File: src/rtl/pic_cmd_sequencer.sv
// pic_cmd_sequencer: clocked command-word front end of a PIC.
//   - Samples CPU bus strobes on clk and commits a write on the WR_n rising edge.
//   - Runs the ICW1 -> ICW2 -> [ICW3] -> [ICW4] init sequence, then decodes OCW1/2/3.
//   - Issues one-cycle command strobes and drives registered read-back data.
// Ports:
//   clk, reset                      system clock, synchronous active-high reset
//   globalBus, A0, CS_n, WR_n, RD_n CPU bus
//   irr, isr, pollWord              read-back sources
//   ICW1..ICW4, OCW1..OCW3          stored command words (OCW1 is the IMR)
//   initDone                        high once initialisation is complete
//   icw1Strobe .. pollStrobe        one-cycle pulses on the commit cycle
//   readData, readEn                registered read-back data and bus driver enable
module pic_cmd_sequencer #(
  parameter int unsigned        DATA_W    = 8,
  parameter logic [DATA_W-1:0]  RESET_IMR = '0
) (
  input  logic              clk,
  input  logic              reset,
  input  logic [DATA_W-1:0] globalBus,
  input  logic              A0,
  input  logic              CS_n,
  input  logic              WR_n,
  input  logic              RD_n,
  input  logic [DATA_W-1:0] irr,
  input  logic [DATA_W-1:0] isr,
  input  logic [DATA_W-1:0] pollWord,
  output logic [DATA_W-1:0] ICW1,
  output logic [DATA_W-1:0] ICW2,
  output logic [DATA_W-1:0] ICW3,
  output logic [DATA_W-1:0] ICW4,
  output logic [DATA_W-1:0] OCW1,
  output logic [DATA_W-1:0] OCW2,
  output logic [DATA_W-1:0] OCW3,
  output logic              initDone,
  output logic              icw1Strobe,
  output logic              ocw2Strobe,
  output logic              ocw3Strobe,
  output logic              pollStrobe,
  output logic [DATA_W-1:0] readData,
  output logic              readEn
);

  typedef enum logic [2:0] {StIdle, StWaitIcw2, StWaitIcw3, StWaitIcw4, StReady} state_e;

  state_e            state_q, state_d;
  logic [DATA_W-1:0] icw1_q, icw1_d, icw2_q, icw2_d, icw3_q, icw3_d, icw4_q, icw4_d;
  logic [DATA_W-1:0] ocw1_q, ocw1_d, ocw2_q, ocw2_d, ocw3_q, ocw3_d;
  logic [DATA_W-1:0] wr_data_q, wr_data_d, read_data_q, read_data_d;
  logic              wr_a0_q, wr_a0_d, wr_armed_q, wr_armed_d;
  logic              wr_n_q, rd_n_q;
  logic              ris_q, ris_d, poll_pending_q, poll_pending_d;
  logic              read_en_q, read_en_d;
  logic [3:0]        strb_q, strb_d;  // {icw1, ocw2, ocw3, poll}
  logic              commit;

  always_comb begin
    state_d        = state_q;
    icw1_d         = icw1_q;
    icw2_d         = icw2_q;
    icw3_d         = icw3_q;
    icw4_d         = icw4_q;
    ocw1_d         = ocw1_q;
    ocw2_d         = ocw2_q;
    ocw3_d         = ocw3_q;
    wr_data_d      = wr_data_q;
    wr_a0_d        = wr_a0_q;
    wr_armed_d     = wr_armed_q;
    ris_d          = ris_q;
    poll_pending_d = poll_pending_q;
    read_data_d    = read_data_q;
    strb_d         = 4'b0000;

    // Latch every active-write cycle; the commit uses whatever was seen last, so an
    // early CS_n release does not cancel the write.
    if (!WR_n && !CS_n) begin
      wr_data_d  = globalBus;
      wr_a0_d    = A0;
      wr_armed_d = 1'b1;
    end

    commit = !wr_n_q && WR_n && wr_armed_q;
    if (commit) wr_armed_d = 1'b0;

    read_en_d = !RD_n && !CS_n;
    if (read_en_d) begin
      if (A0)                  read_data_d = ocw1_q;
      else if (poll_pending_q) read_data_d = pollWord;
      else                     read_data_d = ris_q ? isr : irr;
    end

    // End of an A0=0 read consumes the pending poll word.
    if (!rd_n_q && RD_n && !A0) poll_pending_d = 1'b0;

    // Write path comes last so it wins over the read-side poll clear.
    if (commit) begin
      if (!wr_a0_q && wr_data_q[4]) begin
        icw1_d         = wr_data_q;
        icw2_d         = '0;
        icw3_d         = '0;
        icw4_d         = '0;
        ocw1_d         = RESET_IMR;
        ocw2_d         = '0;
        ocw3_d         = '0;
        ris_d          = 1'b0;
        poll_pending_d = 1'b0;
        strb_d[3]      = 1'b1;
        state_d        = StWaitIcw2;
      end else begin
        case (state_q)
          StWaitIcw2: if (wr_a0_q) begin
            icw2_d = wr_data_q;
            // ICW1[1]=0 means cascaded (ICW3 needed); ICW1[0]=1 means ICW4 needed.
            if (!icw1_q[1])     state_d = StWaitIcw3;
            else if (icw1_q[0]) state_d = StWaitIcw4;
            else                state_d = StReady;
          end
          StWaitIcw3: if (wr_a0_q) begin
            icw3_d  = wr_data_q;
            state_d = icw1_q[0] ? StWaitIcw4 : StReady;
          end
          StWaitIcw4: if (wr_a0_q) begin
            icw4_d  = wr_data_q;
            state_d = StReady;
          end
          StReady: begin
            if (wr_a0_q) begin
              ocw1_d = wr_data_q;
            end else if (wr_data_q[4:3] == 2'b00) begin
              ocw2_d    = wr_data_q;
              strb_d[2] = 1'b1;
            end else if (wr_data_q[4:3] == 2'b01) begin
              ocw3_d    = wr_data_q;
              strb_d[1] = 1'b1;
              if (wr_data_q[1]) ris_d = wr_data_q[0];
              if (wr_data_q[2]) begin
                poll_pending_d = 1'b1;
                strb_d[0]      = 1'b1;
              end
            end
          end
          default: ;
        endcase
      end
    end
  end

  always_ff @(posedge clk) begin
    if (reset) begin
      state_q        <= StIdle;
      icw1_q         <= '0;
      icw2_q         <= '0;
      icw3_q         <= '0;
      icw4_q         <= '0;
      ocw1_q         <= RESET_IMR;
      ocw2_q         <= '0;
      ocw3_q         <= '0;
      wr_data_q      <= '0;
      wr_a0_q        <= 1'b0;
      wr_armed_q     <= 1'b0;
      wr_n_q         <= 1'b1;
      rd_n_q         <= 1'b1;
      ris_q          <= 1'b0;
      poll_pending_q <= 1'b0;
      read_data_q    <= '0;
      read_en_q      <= 1'b0;
      strb_q         <= 4'b0000;
    end else begin
      state_q        <= state_d;
      icw1_q         <= icw1_d;
      icw2_q         <= icw2_d;
      icw3_q         <= icw3_d;
      icw4_q         <= icw4_d;
      ocw1_q         <= ocw1_d;
      ocw2_q         <= ocw2_d;
      ocw3_q         <= ocw3_d;
      wr_data_q      <= wr_data_d;
      wr_a0_q        <= wr_a0_d;
      wr_armed_q     <= wr_armed_d;
      wr_n_q         <= WR_n;
      rd_n_q         <= RD_n;
      ris_q          <= ris_d;
      poll_pending_q <= poll_pending_d;
      read_data_q    <= read_data_d;
      read_en_q      <= read_en_d;
      strb_q         <= strb_d;
    end
  end

  assign ICW1       = icw1_q;
  assign ICW2       = icw2_q;
  assign ICW3       = icw3_q;
  assign ICW4       = icw4_q;
  assign OCW1       = ocw1_q;
  assign OCW2       = ocw2_q;
  assign OCW3       = ocw3_q;
  assign initDone   = (state_q == StReady);
  assign icw1Strobe = strb_q[3];
  assign ocw2Strobe = strb_q[2];
  assign ocw3Strobe = strb_q[1];
  assign pollStrobe = strb_q[0];
  assign readData   = read_data_q;
  assign readEn     = read_en_q;

endmodule

File: config.mk
export PLATFORM = sky130hd
export DESIGN_NAME = pic_cmd_sequencer
export DESIGN_NICKNAME = d
export VERILOG_FILES = /design/src/rtl/pic_cmd_sequencer.sv
export SDC_FILE = /design/constraint.sdc
export NUM_CORES = 1
export LEC_CHECK = 0
export CAP_MARGIN = 20
export CORE_ASPECT_RATIO = 0.75
export CORE_UTILIZATION = 42
export DETAILED_ROUTE_END_ITERATION = 8
export PLACE_DENSITY = 0.75
export SLEW_MARGIN = 20
export SYNTH_ARGS = -nofsm -noshare
export SYNTH_HDL_FRONTEND = slang
export SYNTH_SLANG_ARGS = --single-unit
export TNS_END_PERCENT = 10
File: constraint.sdc
create_clock -name clk -period 1.4 [get_ports clk]
set_input_delay 0.28 -clock clk [delete_from_list [all_inputs] [get_ports clk]]
set_output_delay 0.28 -clock clk [all_outputs]
set_load 0.005 [all_outputs]
==> results of run 1 <==
==> flip-flops by register name, indices dropped and copies added, names as in the netlist <==
| name | count |
|---|---|
| wr_armed_q | 1 |
| ICW2 | 8 |
| ICW4 | 8 |
| OCW3 | 8 |
| OCW1 | 8 |
| rd_n_q | 1 |
| wr_a0_q | 1 |
| ris_q | 1 |
| readData | 8 |
| poll_pending_q | 1 |
| wr_data_q | 8 |
| ICW3 | 8 |
| strb_q | 4 |
| wr_n_q | 1 |
| state_q | 3 |
| OCW2 | 8 |
| readEn | 1 |
| ICW1 | 8 |
==> cells in the final DEF, fill, tap and decap left out, types with 9 or more instances in the layout <==
master / count
dlygate4sd2_1: 70
dfxtp_2: 21
nand2_1: 42
nand2b_1: 29
buf_4: 26
nand3b_1: 12
a21oi_1: 22
o21ai_1: 18
clkbuf_16: 9
o21ai_0: 35
nand3_1: 28
nor2_1: 21
clkdlybuf4s50_1: 35
a211oi_1: 12
dfxtp_1: 63
mux2i_1: 20
==> repair_timing <==
item                       CTS  global route
buffers inserted             1             0
hold buffers                 0             0
cloned                       1             0
setup endpoints to repair  118            51
resized for setup          113            29
pin swaps                    2             7
==> per-layer routing <==
metal	routed length, um	share of wire
met2	4680	0.45
met4	219	0.021
met3	707	0.068
met5	0	0
met1	4790	0.46
==> cell type report <==
type | instances | area [um2]
well taps | 105 | 131
multi-input cells | 286 | 1810
flip-flops and latches | 86 | 1760
repair buffers | 144 | 1340
fillers | 662 | 2780
clock inverters | 6 | 62.6
inverters | 7 | 26.3
clock buffers | 10 | 229
==> worst register-to-register path, cell delays in order (launching register included) <==
cell	delay [ps]
dfxtp_2	320
buf_6	120
or3b_4	380
a211oi_4	380
buf_6	190
nand3_2	70
o21ai_1	80
==> path summary, 6_finish.rpt <==
path | start | end | slack, ps | depth (start not counted)
worst min register to register | ICW1[3] | ICW1[3] | 460 | 2
worst max register to register | state_q[2] | ICW3[2] | -200 | 6
worst max-delay path | state_q[2] | ICW3[2] | -200 | 6
worst min-delay path | reset | wr_data_q[3] | 370 | 2
==> stage by stage <==
step	hold slack, ps	instances	setup TNS [ps]	util
detailed placement	448	626	-23490	0.613
CTS	358	644	-4010	0.649
floorplan	351	413	-1950	-
global route	384	644	-6690	0.659
finish	374	644	-4230	0.659
global placement	459	626	-21100	0.613
==> power by group <==
group	internal [uW]	leakage [uW]	switching, uW	total, uW
Clock	1380	0.000146	966	2340
Combinational	215	0.00137	193	408
Sequential	2480	0.000708	39.2	2520
Total	4070	0.00222	1200	5270
==> cells by family after synthesis <==
family	synth area share
DFF	0.475
buffers and inverters	0.0546
AOI/OAI and AO/OA	0.167
muxes	0.0553
and+or+nand+nor	0.248
==> out/metrics.yaml, run 1 <==
timing:
  fin_skew_ps: 13.8
  relSlewSlack: 0.726
  slew_viol_final: 0
  period_share: 1.14
  finalHoldViolCount: 0
  finalCriticalPeriod_ps: 1600
  final-setup-viol-count: 32
  rsz0062_at_grt: "yes"
  tightest_slew_ps: 411
  finalWorstSetupSlack_ps: -203
  fmax_mhz: 624
clock_tree:
  clock-root-buffer: "clkbuf_16"
  cts_tree: "built"
  numCtsBuffers: 9
  clk_latency_ps: 350
  clk_pin_slew_ps: 60
  clock_path_buffers: 2
  cts.sinks: 86
  h-tree-depth: 3
floorplan:
  die-area_mm2: 0.00900
  num_io_pins: 108
  coreArea_mm2: 0.00813
  die_x_um: 109
  row_count: 28
  initial_core_util: 0.446
  die_y_um: 82.4
detailed_routing:
  first_pass_iters: 5
  drc_errors: 0
  drtIter0Drc: 196
  antenna_left: 0
  wirelength_um: 10400
  num_vias: 3443
  wl_per_cell_um: 16.2
  avgViaCountPerCell: 5.35
setup_path:
  path_buf_inv: 2
  worst_path_largest_cell_delay_ps: 380
  crit_path_start_kind: "register"
  path_cells: "buf_6 > or3b_4 > a211oi_4 > buf_6 > nand3_2 > o21ai_1"
  worst_setup_path_end_kind: "register"
  crit_slowest_cell: "or3b_4"
  crit_top_cell: "buf_6"
  crit_fanout: 7
  cp_top_family: "compound AO/OA/AOI/OAI gates"
  worst_ep_required_time_ps: 1670
  cp.arrival_ps: 1870
  worstSetupPathType: "reg -> reg"
outcome:
  outcome: "finished with violations"
  violations: "negative setup slack"
global_routing:
  grtUsageMet3: 0.0738
  grt_overflow_total: 0
  grtUsageTotal: 0.245
  grt_pass1_vias: 3256
  grtUsageMet1: 0.325
  grt_max_degree: 44
  grt_pass1_wl_um: 16400
  met2_usage: 0.372
  grt_antenna_before_repair: 0
  busiest_layer: "met2"
place:
  io_buffers: 107
  gp_congestion: 0.785
  place_hpwl_um: 7280
  place_area_mm2: 0.00498
  pre_cts_slack_ps: -420
flow_run:
  cap_violations: 0
yosys:
  synth_top_area_share: 0.475
  synth_ff_type: "dfxtp_1"
  async_flop_share: 0
  synth-warning-count: 0
  netlist_top_cells_area: "dfxtp_1 48%, o21ai_0 7.6%, mux2i_1 5.5%, nand2b_1 5.0%, nand3_1 4.8%"
  syn_area_mm2: 0.00362
  syn-num-nets: 451
  yosysUniqueCellTypes: 42
  syn_area_per_cell_um2: 8.77
  synth_cells: 413
  synth_seq_cells: 86
  synth_edf_count: 0
  seq_area_frac_synth: 0.475
  synth.most_common_cell: "dfxtp_1"
  synth_common_cells: "86 x dfxtp_1, 55 x o21ai_0, 42 x nand2_1"
  yosysTopAreaCell: "dfxtp_1"
power_and_ir_drop:
  p_leak_uw: 0.00222
  total_power_uw: 5270
  max-vdd-ir-drop_mv: 0.874
  pwr_density_cell_mw_per_mm2: 984
layout:
  design_area_mm2: 0.00535
  nets: 572
  antenna_cells: 0
  drive_gt1_frac: 0.197
  areaGrowthSynthToFinish_pct: 47.8
worst_hold_path:
  hold_class: "in -> reg"
No activity file was read; power rests on OpenSTA's default activity.
==> run 2, diff against run 1 <==
Settings changed: GPL_TIMING_DRIVEN set to 1.
==> results of run 2 <==
The final DEF is identical to that of run 1; final timing and power are the same.
